**config.mk**
```make
export PLATFORM = sky130hd
export DESIGN_NAME = npu_activation_pipe
export DESIGN_NICKNAME = d
export VERILOG_FILES = /design/src/rtl/npu_activation_pipe.sv
export SDC_FILE = /design/constraint.sdc
export NUM_CORES = 1
export LEC_CHECK = 0
export BUFFER_PORTS_ARGS = -buffer_cell sky130_fd_sc_hd__buf_2
export CAP_MARGIN = 20
export CORE_MARGIN = 1.5
export CORE_UTILIZATION = 60
export DETAILED_ROUTE_END_ITERATION = 8
export PLACE_DENSITY = 0.82
export SYNTH_ARGS = -nofsm -noshare
export SYNTH_HDL_FRONTEND = slang
export SYNTH_SLANG_ARGS = --single-unit
```
**constraint.sdc**
```tcl
create_clock -name CLK -period 9.7 [get_ports CLK]
set_input_delay 1.94 -clock CLK [delete_from_list [all_inputs] [get_ports CLK]]
set_output_delay 1.94 -clock CLK [all_outputs]
set_load 0.01 [all_outputs]
```
**src/rtl/npu_activation_pipe.sv**
```systemverilog
// Three-stage activation pipeline: identity / ReLU / piecewise sigmoid / tanh on signed Q.8 input,
// producing saturated Q7.8 output with a valid/ready handshake and a pass-through tag.
module npu_activation_pipe #(
  parameter int unsigned DIN_W = 48,
  parameter int unsigned TAG_W = 4
) (
  input  logic               CLK,
  input  logic               npu_rst_n,
  input  logic               in_valid,
  output logic               in_ready,
  input  logic [DIN_W-1:0]   in_data,
  input  logic [1:0]         in_func,
  input  logic [TAG_W-1:0]   in_tag,
  output logic               out_valid,
  input  logic               out_ready,
  output logic [15:0]        out_data,
  output logic               out_sat,
  output logic [TAG_W-1:0]   out_tag
);

  localparam int unsigned XW = DIN_W + 2;
  localparam logic [1:0] F_ID   = 2'd0;
  localparam logic [1:0] F_RELU = 2'd1;
  localparam logic [1:0] F_SIG  = 2'd2;
  localparam logic [1:0] F_TANH = 2'd3;
  localparam logic signed [DIN_W-1:0] MAXV  = {{(DIN_W-16){1'b0}}, 16'h7FFF};
  localparam logic signed [DIN_W-1:0] MINV  = {{(DIN_W-16){1'b1}}, 16'h8000};
  localparam logic signed [XW-1:0]    A_MAX = XW'(1280);

  logic                    w_adv;
  logic signed [DIN_W-1:0] w_x;
  logic signed [XW-1:0]    w_xe;
  logic signed [XW-1:0]    w_xs;
  logic signed [XW-1:0]    w_abs;
  logic                    w_neg;
  logic [10:0]             w_a;
  logic [15:0]             w_lin;
  logic                    w_lsat;
  logic                    w_pos_ovf;
  logic                    w_neg_ovf;
  logic [8:0]              w_y;
  logic [8:0]              w_s;
  logic [15:0]             w_res;

  logic               r1_v, r2_v;
  logic [1:0]         r1_func, r2_func;
  logic [TAG_W-1:0]   r1_tag, r2_tag;
  logic               r1_neg, r2_neg;
  logic [10:0]        r1_a;
  logic [8:0]         r2_y;
  logic [15:0]        r1_lin, r2_lin;
  logic               r1_sat, r2_sat;

  assign w_adv    = !out_valid || out_ready;
  assign in_ready = w_adv;

  // S1: linear clamp for identity/ReLU, |x| (or |2x|) limited to 1280 for sigmoid/tanh
  assign w_x       = $signed(in_data);
  assign w_pos_ovf = (w_x > MAXV);
  assign w_neg_ovf = (w_x < MINV);
  assign w_xe      = XW'(w_x);
  assign w_xs      = (in_func == F_TANH) ? (w_xe <<< 1) : w_xe;
  assign w_neg     = w_xs[XW-1];
  assign w_abs     = w_neg ? -w_xs : w_xs;
  assign w_a       = (w_abs >= A_MAX) ? 11'd1280 : w_abs[10:0];

  always_comb begin
    w_lin  = 16'h0000;
    w_lsat = 1'b0;
    case (in_func)
      F_ID: begin
        if (w_pos_ovf) begin
          w_lin  = 16'h7FFF;
          w_lsat = 1'b1;
        end else if (w_neg_ovf) begin
          w_lin  = 16'h8000;
          w_lsat = 1'b1;
        end else begin
          w_lin = w_x[15:0];
        end
      end
      F_RELU: begin
        if (w_x[DIN_W-1]) begin
          w_lin = 16'h0000;
        end else if (w_pos_ovf) begin
          w_lin  = 16'h7FFF;
          w_lsat = 1'b1;
        end else begin
          w_lin = w_x[15:0];
        end
      end
      default: begin
        w_lin  = 16'h0000;
        w_lsat = 1'b0;
      end
    endcase
  end

  // S2: piecewise-linear sigmoid magnitude segment
  always_comb begin
    w_y = 9'd0;
    if (r1_a >= 11'd1280)     w_y = 9'd256;
    else if (r1_a >= 11'd608) w_y = 9'(r1_a >> 5) + 9'd216;
    else if (r1_a >= 11'd256) w_y = 9'(r1_a >> 3) + 9'd160;
    else                      w_y = 9'(r1_a >> 2) + 9'd128;
  end

  // S3: mirror for negative inputs, rescale for tanh
  always_comb begin
    w_s   = r2_neg ? (9'd256 - r2_y) : r2_y;
    w_res = r2_lin;
    case (r2_func)
      F_SIG:   w_res = 16'(w_s);
      F_TANH:  w_res = 16'({w_s, 1'b0}) - 16'd256;
      default: w_res = r2_lin;
    endcase
  end

  always_ff @(posedge CLK) begin
    if (!npu_rst_n) begin
      r1_v      <= 1'b0;
      r1_func   <= 2'd0;
      r1_tag    <= '0;
      r1_neg    <= 1'b0;
      r1_a      <= 11'd0;
      r1_lin    <= 16'h0000;
      r1_sat    <= 1'b0;
      r2_v      <= 1'b0;
      r2_func   <= 2'd0;
      r2_tag    <= '0;
      r2_neg    <= 1'b0;
      r2_y      <= 9'd0;
      r2_lin    <= 16'h0000;
      r2_sat    <= 1'b0;
      out_valid <= 1'b0;
      out_data  <= 16'h0000;
      out_sat   <= 1'b0;
      out_tag   <= '0;
    end else if (w_adv) begin
      r1_v      <= in_valid;
      r1_func   <= in_func;
      r1_tag    <= in_tag;
      r1_neg    <= w_neg;
      r1_a      <= w_a;
      r1_lin    <= w_lin;
      r1_sat    <= w_lsat;
      r2_v      <= r1_v;
      r2_func   <= r1_func;
      r2_tag    <= r1_tag;
      r2_neg    <= r1_neg;
      r2_y      <= w_y;
      r2_lin    <= r1_lin;
      r2_sat    <= r1_sat;
      out_valid <= r2_v;
      out_data  <= w_res;
      out_sat   <= r2_sat;
      out_tag   <= r2_tag;
    end
  end

endmodule

```
### After elaboration in Yosys (flattened, before gate mapping)

Cells that the tools add are included.

* $add $sub $neg: 6
* order comparisons: 6
* equality and inequality tests: 4
* multiplexer cells: 18
* reduce and logical (&&, ||, !) cells: 3

Operators by type and width (count)
* 16-bit 2-to-1 mux: 4
* 16-bit case mux with 2 select lines: 2
* 50-bit by 12-bit greater-or-equal comparator with 1-bit output (second input constant): 1
* 50-bit 2-to-1 mux: 1
* 49-bit negation with 50-bit output: 1
* 48-bit by 16-bit > comparator with 1-bit output (second input constant): 1
* 48-bit by 16-bit less-than comparator with 1-bit output (second input constant): 1
* 48-bit 2-to-1 mux: 1
* 9-bit 2-to-1 mux: 4
* 11-bit by 10-bit greater-or-equal comparator with 1-bit output (second input constant): 1
* 11-bit greater-or-equal comparator (second input constant): 1
* 11-bit by 9-bit greater-or-equal comparator with 1-bit output (second input constant): 1
* 11-bit 2-to-1 mux: 1
* 10-bit by 9-bit subtractor with 11-bit output (second input constant): 1
* 6-bit by 8-bit adder with 9-bit output (second input constant): 1
* 8-bit by 8-bit adder with 9-bit output (second input constant): 1
* 9-bit by 8-bit adder with 9-bit output (second input constant): 1
* 9-bit subtractor (first input constant): 1
* 2-bit equality test (second input constant): 3
* 1-bit 2-to-1 mux: 4
* 2-bit by 1-bit equality test with 1-bit output (second input constant): 1
* 2-bit zero test: 1
* 1-bit case mux with 2 select lines: 1
* 1-bit zero test: 1
* 1-bit logical OR: 1

* register bits: 92
* input bits: 58

### Logic depth before layout (Yosys ltp)

* word-level depth: 6
* depth in mapped cells: 17
* depth with buffers taken out: 11

### Worst setup path before layout

OpenSTA, ideal clock, no wires.

* path kind: input -> register
* start: input port in_func[0]
* end: register r1_a[10]
* setup time: 0.120 ns
* arrival time: 6.464 ns
* data required time: 9.580 ns
* setup slack: 3.116 ns
* cell stages on the path: 16
* buffers on the path: 5
* cell sequence: nand2_1 clkbuf_1 buf_1 buf_1 buf_1 mux2i_1 ha_1 nor3b_1 and3_1 and3_1 nor3b_1 or4_1 or4_1 or4_4 buf_6 o31a_1

* word-level cells in the longest chain between the ends: 6

Ends and longest elaborated chain
* start: declaration: line 12 `input logic [1:0] in_func,`
* 2-bit equality test (*): line 62 `assign w_xs = (in_func == F_TANH) ? (w_xe <<< 1) : w_xe;`
* 48-bit 2-to-1 mux (*): line 62
* 49-bit negation with 50-bit output: line 64 `assign w_abs = w_neg ? -w_xs : w_xs;`
* 50-bit 2-to-1 mux (*): line 64
* 50-bit by 12-bit greater-or-equal comparator with 1-bit output: line 65 `assign w_a = (w_abs >= A_MAX) ? 11'd1280 : w_abs[10:0];`
* 11-bit 2-to-1 mux (*): line 65
* end signal: assignment: line 144 `r1_a <= w_a;`
* end: declaration: line 49 `logic [10:0] r1_a;`

Mark *: on every way between the ends. The rest lies on a longest branch, timed or not.
A chain may end at the register's enable or synchronous reset.

### Final worst setup path

* start: input port in_func[1]
* end: register r1_a[10]

Same word-level chain as after synthesis.

==> metrics.yaml <==
place:
  place_congestion: 1.03
  io_buffers: 80
  dp_cells: 1164
  place_area_um2: 7470
  hpwlAfterDp_mm: 15.5
hold_path:
  worstHoldStart: "out_tag[1]"
  min_to: "out_tag[1]"
  hold_class: "flip-flop to flip-flop"
  min_delay_path_depth: 2
worst_setup_path:
  cp_max_fo: 42
  r2r_slack_ps: 6280
  r2r-start: "out_valid"
  rr_worst_depth: 9
  critPathArrivalTime_ps: 6740
  cp-end-kind: "flip-flop"
  worstPathRequired_ps: 9930
  rr_endpoint: "r1_a[10]"
  critical_path_class: "primary input to flip-flop"
  startpoint_type: "primary input"
clock_network:
  holdBufCountCts: 0
  cts_setup_buffers: 0
  cts_inserted_buffers: 9
  h-tree-depth: 3
  cts_tree: "done"
  clock-root-buffer: "clkbuf_16"
  cts_resized: 0
  cts.sinks: 92
  clockBufferDepth: 2
  path_clk_slew_ps: 60
  insertion_delay_ps: 340
layout:
  stdcell_area_um2: 7800
  diodes: 0
  fin_nets: 1103
  drive_gt1_share_pct: 12.7
  fillers: 1046
  syn_to_final_growth_pct: 8.21
  fin_cells: 1182
logic_synthesis:
  ys.flop_type: "dfxtp_1"
  synth_top_area_share_pct: 25.6
  synth_cell_type_count: 77
  synthTopCellsByCount: "nand2_1 (136), a21oi_1 (126), nor2_1 (94)"
  synth-edff-count: 0
  yosysMostFrequentCell: "nand2_1"
  syn-instance-count: 1029
  synth_seq_area_share_pct: 25.6
  synth_largest_area_cell: "dfxtp_1"
  synth_nets: 1098
  syn_area_per_cell_um2: 7.01
  synth_area_um2: 7210
  ys_warn_count: 0
  synthTopCellsByArea: "dfxtp_1 (26%), a21oi_1 (8.7%), nand2_1 (7.1%)"
  ys_ff_latch: 92
  synthArstFlopShare_pct: 0
pwr:
  power_frac_comb_pct: 21.1
  switching_share_pct: 29.2
  finalPower_mw: 0.985
  p_int_mw: 0.697
  power_density_nw_per_um2: 126
  p_sw_mw: 0.288
  p_leak_nw: 2.88
  p_seq_share_pct: 41.2
  irDropWorstVdd_v: 0.000104
  clkPwrFrac_pct: 37.8
routing:
  drc: 0
  drt_iter0_markers: 1042
  via_count: 8130
  ant_nets: 0
  wirelength_mm: 22.4
  first_pass_iters: 5
  wl_per_cell_um: 18.9
  via_per_inst: 6.88
die:
  core_um2: 11600
  die-width_um: 113
  row_count: 39
  die_area_um2: 12700
  ios: 81
  initial_core_util_pct: 62.3
  die_h_um: 113
timing:
  rsz0062_at_grt: "false"
  fmax_mhz: 154
  finalClockSkew_ps: 3.73
  post-route-min-period_ps: 6510
  finalCritPeriodShare_pct: 67.1
  hold_slack_ps: 445
  finalSetupViolations: 0
  finalHoldViolCount: 0
  fin_setup_tns_ps: 0
  drv_slew: 0
  tightest_slew_ps: 1080
  relSlewSlack_pct: 26.0
grt:
  grt_usage_pct: 35.5
  grt_max_degree: 83
  antenna_found_initial: 0
  use_met2_pct: 54.3
  met3_usage_pct: 8.21
  grt_overflow: 0
  grt_first_pass_wirelength_mm: 36.7
  met1_usage_pct: 49.7
  grt_pass1_vias: 7335
  grt-busiest-layer: "met2"
status:
  status: "finished, final reports clean"
flow_run:
  max_cap_viol_count: 0
==> critical path: stages <==
cell and delay [ps]:
buf_2 580, nand2_2 510, mux2i_1 350, ha_1 240, nor3b_1 560, and3_1 470
and3_1 250, nor3b_1 60, or4_1 450, or4_1 500, or4_4 490, o31a_1 320
==> layout make-up <==
cell class	instances	area [um^2]	area share (%)
multi-input cells	819	4900	62.8
inverters	21	78.8	1.01
well taps	143	179	2.29
clock buffers	12	246	3.16
flip-flops and latches	92	1840	23.6
clock inverters	4	72.6	0.930
repair buffers	91	483	6.19
==> per-layer routing <==
layer | routed length [um] | part of all wire, %
met5 | 0 | 0
met4 | 672 | 3.0
met3 | 2550 | 11
met2 | 9650 | 43
met1 | 9510 | 42
==> per-stage QoR <==
step / setup slack (ps) / util [%]
floorplan: 3120 / -
global placement: 3100 / 64.6
detailed placement: 2970 / 64.6
CTS: 3320 / 67.3
global route: 2860 / 67.4
finish: 3190 / 67.4
==> flip-flops by register name, summed over array words and instances, names as in the netlist, 2 cells and up <==
register and count:
out_data 16, r1_lin 16, r2_lin 16, r1_a 11
r2_y 9, out_tag 4, r1_tag 4, r2_tag 4
r1_func 2, r2_func 2
==> power by group through the flow <==
stage               Sequential [mW]  Clock, mW  Combinational (mW)
CTS                           0.405      0.375               0.200
detailed placement            0.413          0               0.198
floorplan                     0.409          0               0.142
global route                  0.407      0.392               0.226
global placement              0.413          0               0.197
finish                        0.406      0.372               0.207
==> how the worst max path moves through the flow <==
stage                           from       end  slack (ps)  depth (start not counted)
after detailed placement  in_func[1]  r1_a[10]        2970                         12
final                     in_func[1]  r1_a[10]        3190                         12
after CTS                 in_func[1]  r1_a[10]        3320                         12
after global placement    in_func[1]   r1_a[8]        3100                         12
after floorplan           in_func[0]  r1_a[10]        3120                         16
after global routing      in_func[1]  r1_a[10]        2860                         12
==> cells in the final DEF (no fill, tap or decap), types with 10 or more instances in the layout <==
cell      count
nand2_1     135
a21boi_0     12
ha_1         11
nand4_1      28
buf_2        80
and3_1       13
dfxtp_1      92
a21oi_1     126
nor2_1       94
o21ai_0      56
nand3_1      26
mux2i_1      31
nor4_1       24
or3_1        18
a211oi_1     19
nand2b_1     10
inv_1        19
or4_1        17
buf_4        11
nor3_1       24
==> kinds of logic (layout without fill, tap and decap cells) <==
| group | Yosys count | after routing | synth area share (%) |
|---|---|---|---|
| xor+xnor | 15 | 15 | 1.82 |
| compound gates | 326 | 326 | 29.1 |
| flops | 92 | 92 | 25.6 |
| buf+inv | 118 | 128 | 6.65 |
| simple gates | 431 | 431 | 29.9 |
| fa+ha+maj | 11 | 11 | 1.91 |
| mux | 36 | 36 | 5.09 |
Note: power is estimated with default switching activity, not from simulation.
